--- src/rtl/uart_pkg.sv ---
// -----------------------------------------------------------------------------
// uart_pkg
// Shared definitions for the memory-mapped UART peripheral:
//   - register offsets relative to BASE_ADDR (TXD, RXD, CON)
//   - CON register bit positions
//   - the 2-bit serial FSM state type used by both the TX and RX engines
// Optional build macro used by the peripheral: UART_LOOPBACK_EN.
// -----------------------------------------------------------------------------
package uart_pkg;

  localparam logic [31:0] TXD_OFS = 32'd0;
  localparam logic [31:0] RXD_OFS = 32'd4;
  localparam logic [31:0] CON_OFS = 32'd8;

  localparam int CON_TX_IRQ_EN = 0;
  localparam int CON_RX_IRQ_EN = 1;
  localparam int CON_TX_DONE   = 2;
  localparam int CON_RX_DONE   = 3;
  localparam int CON_TX_BUSY   = 4;
  localparam int CON_FRAME_ERR = 5;
  localparam int CON_LOOPBACK  = 6;

  typedef enum logic [1:0] {
    IDLE  = 2'd0,
    START = 2'd1,
    DATA  = 2'd2,
    STOP  = 2'd3
  } uart_state_e;

endpackage

--- src/rtl/uart_peripheral_if.sv ---
// -----------------------------------------------------------------------------
// uart_peripheral_if
// MEM-stage load/store bus between the CPU (master) and the UART (slave).
//   i_address    : byte address from the ALU result
//   i_read       : load strobe
//   i_write      : store strobe
//   i_write_data : store data
//   o_read_data  : combinational read data, 0 on a miss or when not reading
//   o_hit        : address matches one of the UART registers exactly
// -----------------------------------------------------------------------------
interface uart_peripheral_if;
  logic [31:0] i_address;
  logic        i_read;
  logic        i_write;
  logic [31:0] i_write_data;
  logic [31:0] o_read_data;
  logic        o_hit;

  modport master (
    output i_address, i_read, i_write, i_write_data,
    input  o_read_data, o_hit
  );

  modport slave (
    input  i_address, i_read, i_write, i_write_data,
    output o_read_data, o_hit
  );
endinterface

--- src/rtl/uart_rx_core.sv ---
// -----------------------------------------------------------------------------
// uart_rx_core
// 8N1 receiver: 2-flop synchroniser, start-bit qualification at half a bit
// period, then one sample per bit period (mid-bit), LSB first.
// Ports:
//   clk, reset : system clock, asynchronous active-high reset
//   rx_i       : serial input, asynchronous to clk
//   byte_o     : last assembled byte (valid when done_o pulses)
//   done_o     : 1-cycle pulse, stop bit sampled high
//   err_o      : 1-cycle pulse, stop bit sampled low (framing error)
// -----------------------------------------------------------------------------
module uart_rx_core
  import uart_pkg::*;
#(
  parameter int DIVISOR = 16
) (
  input  logic       clk,
  input  logic       reset,
  input  logic       rx_i,
  output logic [7:0] byte_o,
  output logic       done_o,
  output logic       err_o
);

  localparam int            CW       = (DIVISOR > 1) ? $clog2(DIVISOR) : 1;
  localparam logic [CW-1:0] CNT_LAST = CW'(DIVISOR - 1);
  localparam logic [CW-1:0] CNT_HALF = CW'(DIVISOR / 2 - 1);

  logic [1:0]    sync_q;
  logic          rx_s;
  logic          rx_prev_q;
  uart_state_e   state_q, state_d;
  logic [CW-1:0] cnt_q, cnt_d;
  logic [2:0]    idx_q, idx_d;
  logic [7:0]    shift_q, shift_d;

  assign rx_s = sync_q[1];

  // Synchroniser flops idle high so a released reset never looks like a start bit.
  always_ff @(posedge clk or posedge reset) begin
    if (reset) begin
      sync_q    <= 2'b11;
      rx_prev_q <= 1'b1;
    end else begin
      sync_q    <= {sync_q[0], rx_i};
      rx_prev_q <= rx_s;
    end
  end

  // State register
  always_ff @(posedge clk or posedge reset) begin
    if (reset) begin
      state_q <= IDLE;
      cnt_q   <= '0;
      idx_q   <= '0;
      shift_q <= '0;
    end else begin
      state_q <= state_d;
      cnt_q   <= cnt_d;
      idx_q   <= idx_d;
      shift_q <= shift_d;
    end
  end

  // Next-state logic
  always_comb begin
    state_d = state_q;
    cnt_d   = cnt_q;
    idx_d   = idx_q;
    shift_d = shift_q;
    case (state_q)
      IDLE: begin
        if (rx_prev_q && !rx_s) begin
          state_d = START;
          cnt_d   = '0;
        end
      end
      START: begin
        // Half a bit in: a line that is high again was only a glitch.
        if (cnt_q == CNT_HALF) begin
          cnt_d   = '0;
          idx_d   = '0;
          state_d = rx_s ? IDLE : DATA;
        end else begin
          cnt_d = cnt_q + 1'b1;
        end
      end
      DATA: begin
        if (cnt_q == CNT_LAST) begin
          cnt_d   = '0;
          shift_d = {rx_s, shift_q[7:1]};
          if (idx_q == 3'd7) begin
            state_d = STOP;
          end else begin
            idx_d = idx_q + 1'b1;
          end
        end else begin
          cnt_d = cnt_q + 1'b1;
        end
      end
      STOP: begin
        if (cnt_q == CNT_LAST) begin
          cnt_d   = '0;
          state_d = IDLE;
        end else begin
          cnt_d = cnt_q + 1'b1;
        end
      end
      default: state_d = IDLE;
    endcase
  end

  // Outputs: pulses coincide with the stop-bit sample.
  always_comb begin
    byte_o = shift_q;
    done_o = 1'b0;
    err_o  = 1'b0;
    if (state_q == STOP && cnt_q == CNT_LAST) begin
      done_o = rx_s;
      err_o  = ~rx_s;
    end
  end

endmodule

--- src/rtl/uart_peripheral.sv ---
// -----------------------------------------------------------------------------
// uart_peripheral
// Memory-mapped 8N1 UART responder on the CPU MEM-stage load/store bus.
// Registers: TXD @BASE_ADDR, RXD @BASE_ADDR+4, CON @BASE_ADDR+8.
//   CON: [0] tx_irq_en, [1] rx_irq_en, [2] tx_done, [3] rx_done,
//        [4] tx_busy (RO), [5] frame_err, [6] loopback (only with
//        UART_LOOPBACK_EN defined; otherwise reads 0).
//   Reading CON returns the current value and clears [2],[3],[5] at the edge;
//   a flag being set in the same cycle takes priority over the clear.
// Ports:
//   clk, reset : system clock, asynchronous active-high reset
//   bus        : uart_peripheral_if.slave (address/read/write/data/hit)
//   i_uart_rx  : serial input (asynchronous)
//   o_uart_tx  : serial output, idle high
//   o_irq      : (tx_irq_en & tx_done) | (rx_irq_en & rx_done)
// Build macro: UART_LOOPBACK_EN enables internal TX->RX loopback via CON[6].
// -----------------------------------------------------------------------------
module uart_peripheral
  import uart_pkg::*;
#(
  parameter int          CLK_FREQ  = 100_000_000,
  parameter int          BAUD      = 9600,
  parameter logic [31:0] BASE_ADDR = 32'h40000018
) (
  input  logic             clk,
  input  logic             reset,
  uart_peripheral_if.slave bus,
  input  logic             i_uart_rx,
  output logic             o_uart_tx,
  output logic             o_irq
);

  localparam int            DIVISOR  = CLK_FREQ / BAUD;
  localparam int            CW       = (DIVISOR > 1) ? $clog2(DIVISOR) : 1;
  localparam logic [CW-1:0] CNT_LAST = CW'(DIVISOR - 1);

  localparam int SEL_TXD = 0;
  localparam int SEL_RXD = 1;
  localparam int SEL_CON = 2;
  localparam logic [31:0] REG_OFS [3] = '{TXD_OFS, RXD_OFS, CON_OFS};

  // ---------------------------------------------------------------------------
  // Address decode: exact word matches only
  // ---------------------------------------------------------------------------
  logic [2:0] sel;
  for (genvar gi = 0; gi < 3; gi++) begin : g_decode
    assign sel[gi] = (bus.i_address == BASE_ADDR + REG_OFS[gi]);
  end

  logic wr_txd, wr_con, rd_con;
  assign wr_txd = sel[SEL_TXD] & bus.i_write;
  assign wr_con = sel[SEL_CON] & bus.i_write;
  assign rd_con = sel[SEL_CON] & bus.i_read;
  assign bus.o_hit = |sel;

  logic unused_wdata;
  assign unused_wdata = ^bus.i_write_data[31:8];

  // ---------------------------------------------------------------------------
  // Register file state
  // ---------------------------------------------------------------------------
  logic [7:0] txd_q, txd_d;
  logic [7:0] rxd_q, rxd_d;
  logic [1:0] irq_en_q, irq_en_d;
  logic       tx_done_q, tx_done_d;
  logic       rx_done_q, rx_done_d;
  logic       frame_err_q, frame_err_d;
  logic       loopback;

  // ---------------------------------------------------------------------------
  // TX engine
  // ---------------------------------------------------------------------------
  uart_state_e   tx_state_q, tx_state_d;
  logic [CW-1:0] tx_cnt_q, tx_cnt_d;
  logic [2:0]    tx_idx_q, tx_idx_d;
  logic          tx_line_q, tx_line_d;
  logic          tx_end, tx_accept, tx_busy;

  // Last clock of the stop bit; a store in this cycle chains straight into
  // the next frame with no idle gap.
  assign tx_end    = (tx_state_q == STOP) && (tx_cnt_q == CNT_LAST);
  assign tx_accept = wr_txd && ((tx_state_q == IDLE) || tx_end);
  assign tx_busy   = (tx_state_q != IDLE);

  // State register
  always_ff @(posedge clk or posedge reset) begin
    if (reset) begin
      tx_state_q <= IDLE;
      tx_cnt_q   <= '0;
      tx_idx_q   <= '0;
      tx_line_q  <= 1'b1;
    end else begin
      tx_state_q <= tx_state_d;
      tx_cnt_q   <= tx_cnt_d;
      tx_idx_q   <= tx_idx_d;
      tx_line_q  <= tx_line_d;
    end
  end

  // Next-state logic
  always_comb begin
    tx_state_d = tx_state_q;
    tx_cnt_d   = tx_cnt_q;
    tx_idx_d   = tx_idx_q;
    case (tx_state_q)
      IDLE: begin
        if (tx_accept) begin
          tx_state_d = START;
          tx_cnt_d   = '0;
        end
      end
      START: begin
        if (tx_cnt_q == CNT_LAST) begin
          tx_state_d = DATA;
          tx_cnt_d   = '0;
          tx_idx_d   = '0;
        end else begin
          tx_cnt_d = tx_cnt_q + 1'b1;
        end
      end
      DATA: begin
        if (tx_cnt_q == CNT_LAST) begin
          tx_cnt_d = '0;
          if (tx_idx_q == 3'd7) begin
            tx_state_d = STOP;
          end else begin
            tx_idx_d = tx_idx_q + 1'b1;
          end
        end else begin
          tx_cnt_d = tx_cnt_q + 1'b1;
        end
      end
      STOP: begin
        if (tx_cnt_q == CNT_LAST) begin
          tx_cnt_d   = '0;
          tx_state_d = tx_accept ? START : IDLE;
        end else begin
          tx_cnt_d = tx_cnt_q + 1'b1;
        end
      end
      default: tx_state_d = IDLE;
    endcase
  end

  // Output logic: the line level is registered from the next state so the
  // pin never glitches while the state/index mux settles.
  always_comb begin
    tx_line_d = 1'b1;
    case (tx_state_d)
      START:   tx_line_d = 1'b0;
      DATA:    tx_line_d = txd_d[tx_idx_d];
      default: tx_line_d = 1'b1;
    endcase
  end

  // ---------------------------------------------------------------------------
  // RX path and optional loopback
  // ---------------------------------------------------------------------------
  logic       rx_line;
  logic [7:0] rx_byte;
  logic       rx_done_p, rx_err_p;

`ifdef UART_LOOPBACK_EN
  logic loopback_q, loopback_d;

  always_ff @(posedge clk or posedge reset) begin
    if (reset) begin
      loopback_q <= 1'b0;
    end else begin
      loopback_q <= loopback_d;
    end
  end

  assign loopback_d = wr_con ? bus.i_write_data[CON_LOOPBACK] : loopback_q;
  assign loopback   = loopback_q;
  assign rx_line    = loopback_q ? tx_line_q : i_uart_rx;
  assign o_uart_tx  = loopback_q ? 1'b1 : tx_line_q;
`else
  assign loopback  = 1'b0;
  assign rx_line   = i_uart_rx;
  assign o_uart_tx = tx_line_q;
`endif

  uart_rx_core #(
    .DIVISOR (DIVISOR)
  ) u_rx (
    .clk    (clk),
    .reset  (reset),
    .rx_i   (rx_line),
    .byte_o (rx_byte),
    .done_o (rx_done_p),
    .err_o  (rx_err_p)
  );

  // ---------------------------------------------------------------------------
  // Register file update
  // ---------------------------------------------------------------------------
  always_ff @(posedge clk or posedge reset) begin
    if (reset) begin
      txd_q       <= '0;
      rxd_q       <= '0;
      irq_en_q    <= '0;
      tx_done_q   <= 1'b0;
      rx_done_q   <= 1'b0;
      frame_err_q <= 1'b0;
    end else begin
      txd_q       <= txd_d;
      rxd_q       <= rxd_d;
      irq_en_q    <= irq_en_d;
      tx_done_q   <= tx_done_d;
      rx_done_q   <= rx_done_d;
      frame_err_q <= frame_err_d;
    end
  end

  // Flags: a set event beats a clearing CON read in the same cycle.
  always_comb begin
    txd_d       = tx_accept ? bus.i_write_data[7:0] : txd_q;
    rxd_d       = rx_done_p ? rx_byte : rxd_q;
    irq_en_d    = wr_con ? bus.i_write_data[1:0] : irq_en_q;
    tx_done_d   = tx_end    ? 1'b1 : (rd_con ? 1'b0 : tx_done_q);
    rx_done_d   = rx_done_p ? 1'b1 : (rd_con ? 1'b0 : rx_done_q);
    frame_err_d = rx_err_p  ? 1'b1 : (rd_con ? 1'b0 : frame_err_q);
  end

  // ---------------------------------------------------------------------------
  // Read mux and interrupt
  // ---------------------------------------------------------------------------
  logic [31:0] con_val;
  always_comb begin
    con_val                = '0;
    con_val[CON_TX_IRQ_EN] = irq_en_q[0];
    con_val[CON_RX_IRQ_EN] = irq_en_q[1];
    con_val[CON_TX_DONE]   = tx_done_q;
    con_val[CON_RX_DONE]   = rx_done_q;
    con_val[CON_TX_BUSY]   = tx_busy;
    con_val[CON_FRAME_ERR] = frame_err_q;
    con_val[CON_LOOPBACK]  = loopback;
  end

  always_comb begin
    bus.o_read_data = '0;
    if (bus.i_read) begin
      if (sel[SEL_TXD]) begin
        bus.o_read_data = {24'd0, txd_q};
      end else if (sel[SEL_RXD]) begin
        bus.o_read_data = {24'd0, rxd_q};
      end else if (sel[SEL_CON]) begin
        bus.o_read_data = con_val;
      end
    end
  end

  assign o_irq = (irq_en_q[0] & tx_done_q) | (irq_en_q[1] & rx_done_q);

endmodule

--- src/flat_wrapper.sv ---
// flat-port wrapper written by rule: the top's interface ports become plain ports
module uart_peripheral_flat import uart_pkg::*;
#(
  parameter int          CLK_FREQ  = 100_000_000,
  parameter int          BAUD      = 9600,
  parameter logic [31:0] BASE_ADDR = 32'h40000018
)
  (clk, reset, i_uart_rx, o_uart_tx, o_irq, bus_i_address, bus_i_read, bus_i_write, bus_i_write_data, bus_o_read_data, bus_o_hit);
  uart_peripheral_if bus_i ();
  input  logic clk;
  input  logic reset;
  input  logic i_uart_rx;
  output logic o_uart_tx;
  output logic o_irq;
  input wire logic [$bits(bus_i.i_address)-1:0] bus_i_address;
  input wire logic [$bits(bus_i.i_read)-1:0] bus_i_read;
  input wire logic [$bits(bus_i.i_write)-1:0] bus_i_write;
  input wire logic [$bits(bus_i.i_write_data)-1:0] bus_i_write_data;
  output wire logic [$bits(bus_i.o_read_data)-1:0] bus_o_read_data;
  output wire logic [$bits(bus_i.o_hit)-1:0] bus_o_hit;
  assign bus_i.i_address = bus_i_address;
  assign bus_i.i_read = bus_i_read;
  assign bus_i.i_write = bus_i_write;
  assign bus_i.i_write_data = bus_i_write_data;
  assign bus_o_read_data = bus_i.o_read_data;
  assign bus_o_hit = bus_i.o_hit;
  uart_peripheral #(.CLK_FREQ(CLK_FREQ), .BAUD(BAUD), .BASE_ADDR(BASE_ADDR)) u_core (.clk(clk), .reset(reset), .bus(bus_i), .i_uart_rx(i_uart_rx), .o_uart_tx(o_uart_tx), .o_irq(o_irq));
endmodule
--- config.mk ---
export PLATFORM = sky130hd
export DESIGN_NAME = uart_peripheral_flat
export DESIGN_NICKNAME = d
export VERILOG_FILES = /design/src/rtl/uart_pkg.sv /design/src/rtl/uart_peripheral_if.sv /design/src/rtl/uart_rx_core.sv /design/src/rtl/uart_peripheral.sv /design/src/flat_wrapper.sv
export SDC_FILE = /design/constraint.sdc
export NUM_CORES = 1
export LEC_CHECK = 0
export ABC_AREA = 0
export ABC_CLOCK_PERIOD_IN_PS = 3900
export CAP_MARGIN = 20
export CORE_ASPECT_RATIO = 1.1
export CORE_MARGIN = 2
export CORE_UTILIZATION = 38
export CTS_BUF_LIST = sky130_fd_sc_hd__clkbuf_2 sky130_fd_sc_hd__clkbuf_4 sky130_fd_sc_hd__clkbuf_8
export CTS_CLUSTER_DIAMETER = 150
export DETAILED_ROUTE_END_ITERATION = 8
export SYNTH_ARGS = -nofsm -noshare
export SYNTH_HDL_FRONTEND = slang
export SYNTH_SLANG_ARGS = --single-unit
--- constraint.sdc ---
create_clock -name clk -period 3.9 [get_ports clk]
set_clock_uncertainty 0.2 [all_clocks]
set_input_delay 0.78 -clock clk [delete_from_list [all_inputs] [get_ports clk]]
set_output_delay 0.78 -clock clk [all_outputs]
set_load 0.03 [all_outputs]
==> impl_metrics.toml, run 1 <==
[outcome]
outcome = "completed"

[logic_synthesis]
synth_top_area_share_pct = 40.9
syn_area_mm2 = 0.00410
ys_warn_count = 0
synth_edf_count = 0
syn_inst = 419
synth.most_common_cell = "dfrtp_1"
synthTopCellsByArea = "dfrtp_1 41%, mux2_2 6.0%, o21ai_0 4.4%"
ys_async_sr_fraction_pct = 100
syn_area_per_cell_um2 = 9.79
synth_common_cells = "67 x dfrtp_1, 46 x nand2_1, 36 x o21ai_0"
ys_types = 59
synth_flop_cell = "dfrtp_1"
synth_seq_cells = 71
yosysSeqAreaShare_pct = 43.4
yosysTopAreaCell = "dfrtp_1"

[routing]
drtPass1Iterations = 4
vias_per_cell = 5.19
antenna_left = 0
vias = 3236
drt_iter0_drc = 178
wl_per_cell_um = 14.6
post-route-drc-count = 0
wl_um = 9090

[worst_hold_path]
min_to = "u_core.u_rx.sync_q[1]"
min_from = "u_core.u_rx.sync_q[0]"
hp-class = "flop to flop"
hold_depth = 0

[place]
dp_hpwl_um = 6770
placed_area_mm2 = 0.00468
place_ws_ns = 0.124
portBuffers = 55
gp_congestion = 0.808

[power]
total_power_w = 0.00189
ir_worst_vdd_mv = 0.322
power.density_mw_per_mm2 = 382
leakage_nw = 2.20

[setup_path]
worstSetupEndpointType = "output port"
cp-start-kind = "input pin"
reg2reg_to = "u_core.o_uart_tx"
crit_arrival_ns = 2.67
r2r_start = "u_core.tx_state_q[0]"
crit_path_frequent_cell = "buf_4"
crit_required_ns = 2.92
ff2ff_setup_slack_ns = 0.89
slowest_delay_ns = 0.40
crit_type = "input pin to output port"
cp_slowest_cell = "clkdlybuf4s50_1"
worstPathCellList = "clkdlybuf4s50_1 -> nor4_1 -> nand4_1 -> nor2_1 -> buf_4 -> and2_2 -> a22oi_1 -> nor2b_1 -> buf_4"
worstRegToRegCells = 10
critPathMaxFanout = 10

[clock_tree]
numClockSinks = 71
h-tree-depth = 3
cts_made_buffers = 9
clock_latency_ns = 0.35
cts_tree = "done"
cts_root_buf = "clkbuf_8"
path_clk_slew_ns = 0.07
ctsHoldBuffers = 0
clock_path_buffers = 2
cts_setup_buffers = 0

[sta]
period_share_pct = 93.7
timing.final.hold_violations = 0
period_minus_slack_ns = 3.65
slew_headroom_pct = 30.9
fin_ws_ns = 0.246
setup_viol = 0
tightest_slew_ns = 1.04
rsz0062_at_grt = "no"
finalSetupTns_ns = 0
fmax_mhz = 274
slew_viol_final = 0

[final_layout]
fin_area_mm2 = 0.00494
multi_input_area_mm2 = 0.00212
layout.area.seq_mm2 = 0.00178
area_delta_synth_final_pct = 20.3
diodes = 0
layout-drive-gt1-share_pct = 14.0
fin_nets = 554
final_core_util_pct = 47.3
fillers = 987

[global_routing]
grt_overflow = 0
grtUsageTotal_pct = 16.8
grt_max_degree = 28
first_global_vias = 3196
antenna_found_initial = 0
grt_pass1_wl_um = 15400

[die]
coreArea_mm2 = 0.0104
row_count = 39
die_w_um = 103
start_util_pct = 39.3
dieArea_mm2 = 0.0116
die_y_um = 113
pin_count = 104

[run]
drv_cap = 0
[placed cells by master, fill, tap and decap left out, types with 3 or more instances in the layout]
| master | Yosys | routed |
|---|---|---|
| bufinv_16 | 0 | 3 |
| dfrtp_1 | 67 | 67 |
| nand4_1 | 4 | 4 |
| and2_1 | 7 | 6 |
| and3_1 | 11 | 11 |
| mux2_1 | 5 | 5 |
| clkdlybuf4s50_1 | 0 | 46 |
| a21o_1 | 3 | 3 |
| clkbuf_8 | 0 | 11 |
| or3_1 | 3 | 3 |
| mux2_2 | 22 | 22 |
| nand3_1 | 14 | 14 |
| a222oi_1 | 7 | 7 |
| nand2_1 | 46 | 46 |
| mux2i_1 | 5 | 5 |
| a21oi_1 | 5 | 5 |
| nor2_1 | 18 | 18 |
| o21ai_0 | 36 | 36 |
| a22o_1 | 3 | 3 |
| nor4_1 | 7 | 7 |
| ha_1 | 10 | 10 |
| xor2_1 | 6 | 6 |
| nor2b_1 | 12 | 12 |
| dfstp_2 | 4 | 4 |
| inv_1 | 12 | 11 |
| nand2b_1 | 7 | 7 |
| o31ai_1 | 7 | 7 |
| buf_4 | 24 | 13 |
| a22oi_1 | 5 | 5 |
| o21ai_1 | 10 | 10 |
| a31oi_1 | 7 | 7 |
| conb_1 | 1 | 24 |
[critical path: cells and delay by family]
kind	cells	cell delay (ns)
AOI/OAI and AO/OA	1	0.13
buffers and inverters	3	0.73
and+or+nand+nor	5	1.03
[per-layer routing]
metal	GRT usage (%)	share of wire (%)	wire length (µm)
met4	6.14	0.94	85
met3	3.71	3.1	283
met2	26.6	51	4610
met5	0	0	0
met1	22.5	45	4110
[how the worst max path moves through the flow]
stage | to | cells past startpoint | start | slack (ns)
CTS | bus_o_read_data[7] | 9 | bus_i_address[18] | 0.11
detailed placement | bus_o_read_data[7] | 9 | bus_i_address[18] | 0.12
global placement | bus_o_read_data[5] | 9 | bus_i_address[25] | 0.12
floorplan | bus_o_read_data[0] | 7 | bus_i_address[18] | 0.57
global route | bus_o_read_data[5] | 8 | bus_i_address[25] | 0.06
finish | bus_o_read_data[7] | 9 | bus_i_address[17] | 0.25
[layout make-up]
type,count,share of cell area (%)
clock buffer,11,3.07
tap,143,3.62
sequential,71,36.1
multi-input combinational,322,42.9
clock inverter,5,2.10
timing repair buffer,59,11.3
inverter,12,0.913
[power breakdown]
part | switching, W | total (W) | leakage (nW) | internal (W)
Clock | 0.000287 | 0.000747 | 0.130 | 0.000460
Combinational | 0.000183 | 0.000314 | 1.13 | 0.000131
Sequential | 0.0000516 | 0.000826 | 0.940 | 0.000774
[state kept, by name (all words and copies together), names as in the netlist, 3 cells and up, named ones only]
signal,flops
u_core.tx_cnt_q,14
u_core.u_rx.cnt_q,14
u_core.rxd_q,8
u_core.txd_q,8
u_core.u_rx.byte_o,8
u_core.tx_idx_q,3
u_core.u_rx.idx_q,3
[per-stage QoR]
step           instances  hold slack, ns
3_5_place_dp         607           0.147
2_1_floorplan        442           0.145
5_1_grt              623           0.165
6_report             623           0.161
4_1_cts              623           0.162
3_3_place_gp         607           0.147
[cell families (layout without fill, tap and decap cells)]
group / count (synthesis) / after routing / share of synthesized area, %
xor gates and xnor gates: 6 / 6 / 1.28
adders and majority gates: 10 / 10 / 3.05
and+or+nand+nor: 148 / 148 / 19.8
muxes: 32 / 32 / 8.63
other: 1 / 24 / 0.0914
AOI/OAI and AO/OA: 102 / 102 / 16.6
buffers and inverters: 49 / 87 / 7.16
DFF: 71 / 71 / 43.4
[what timing repair did]
action,in CTS,in global routing
resized for setup,0,2
setup endpoints to repair,0,8
hold endpoints to repair,0,0
No activity file was read; power rests on OpenSTA's default activity.
==> inputs of run 2 (changes only) <==
Settings changed: TNS_END_PERCENT set to 20.
==> results of run 2 <==
No change in the layout: final DEF, timing and power equal those of run 1.
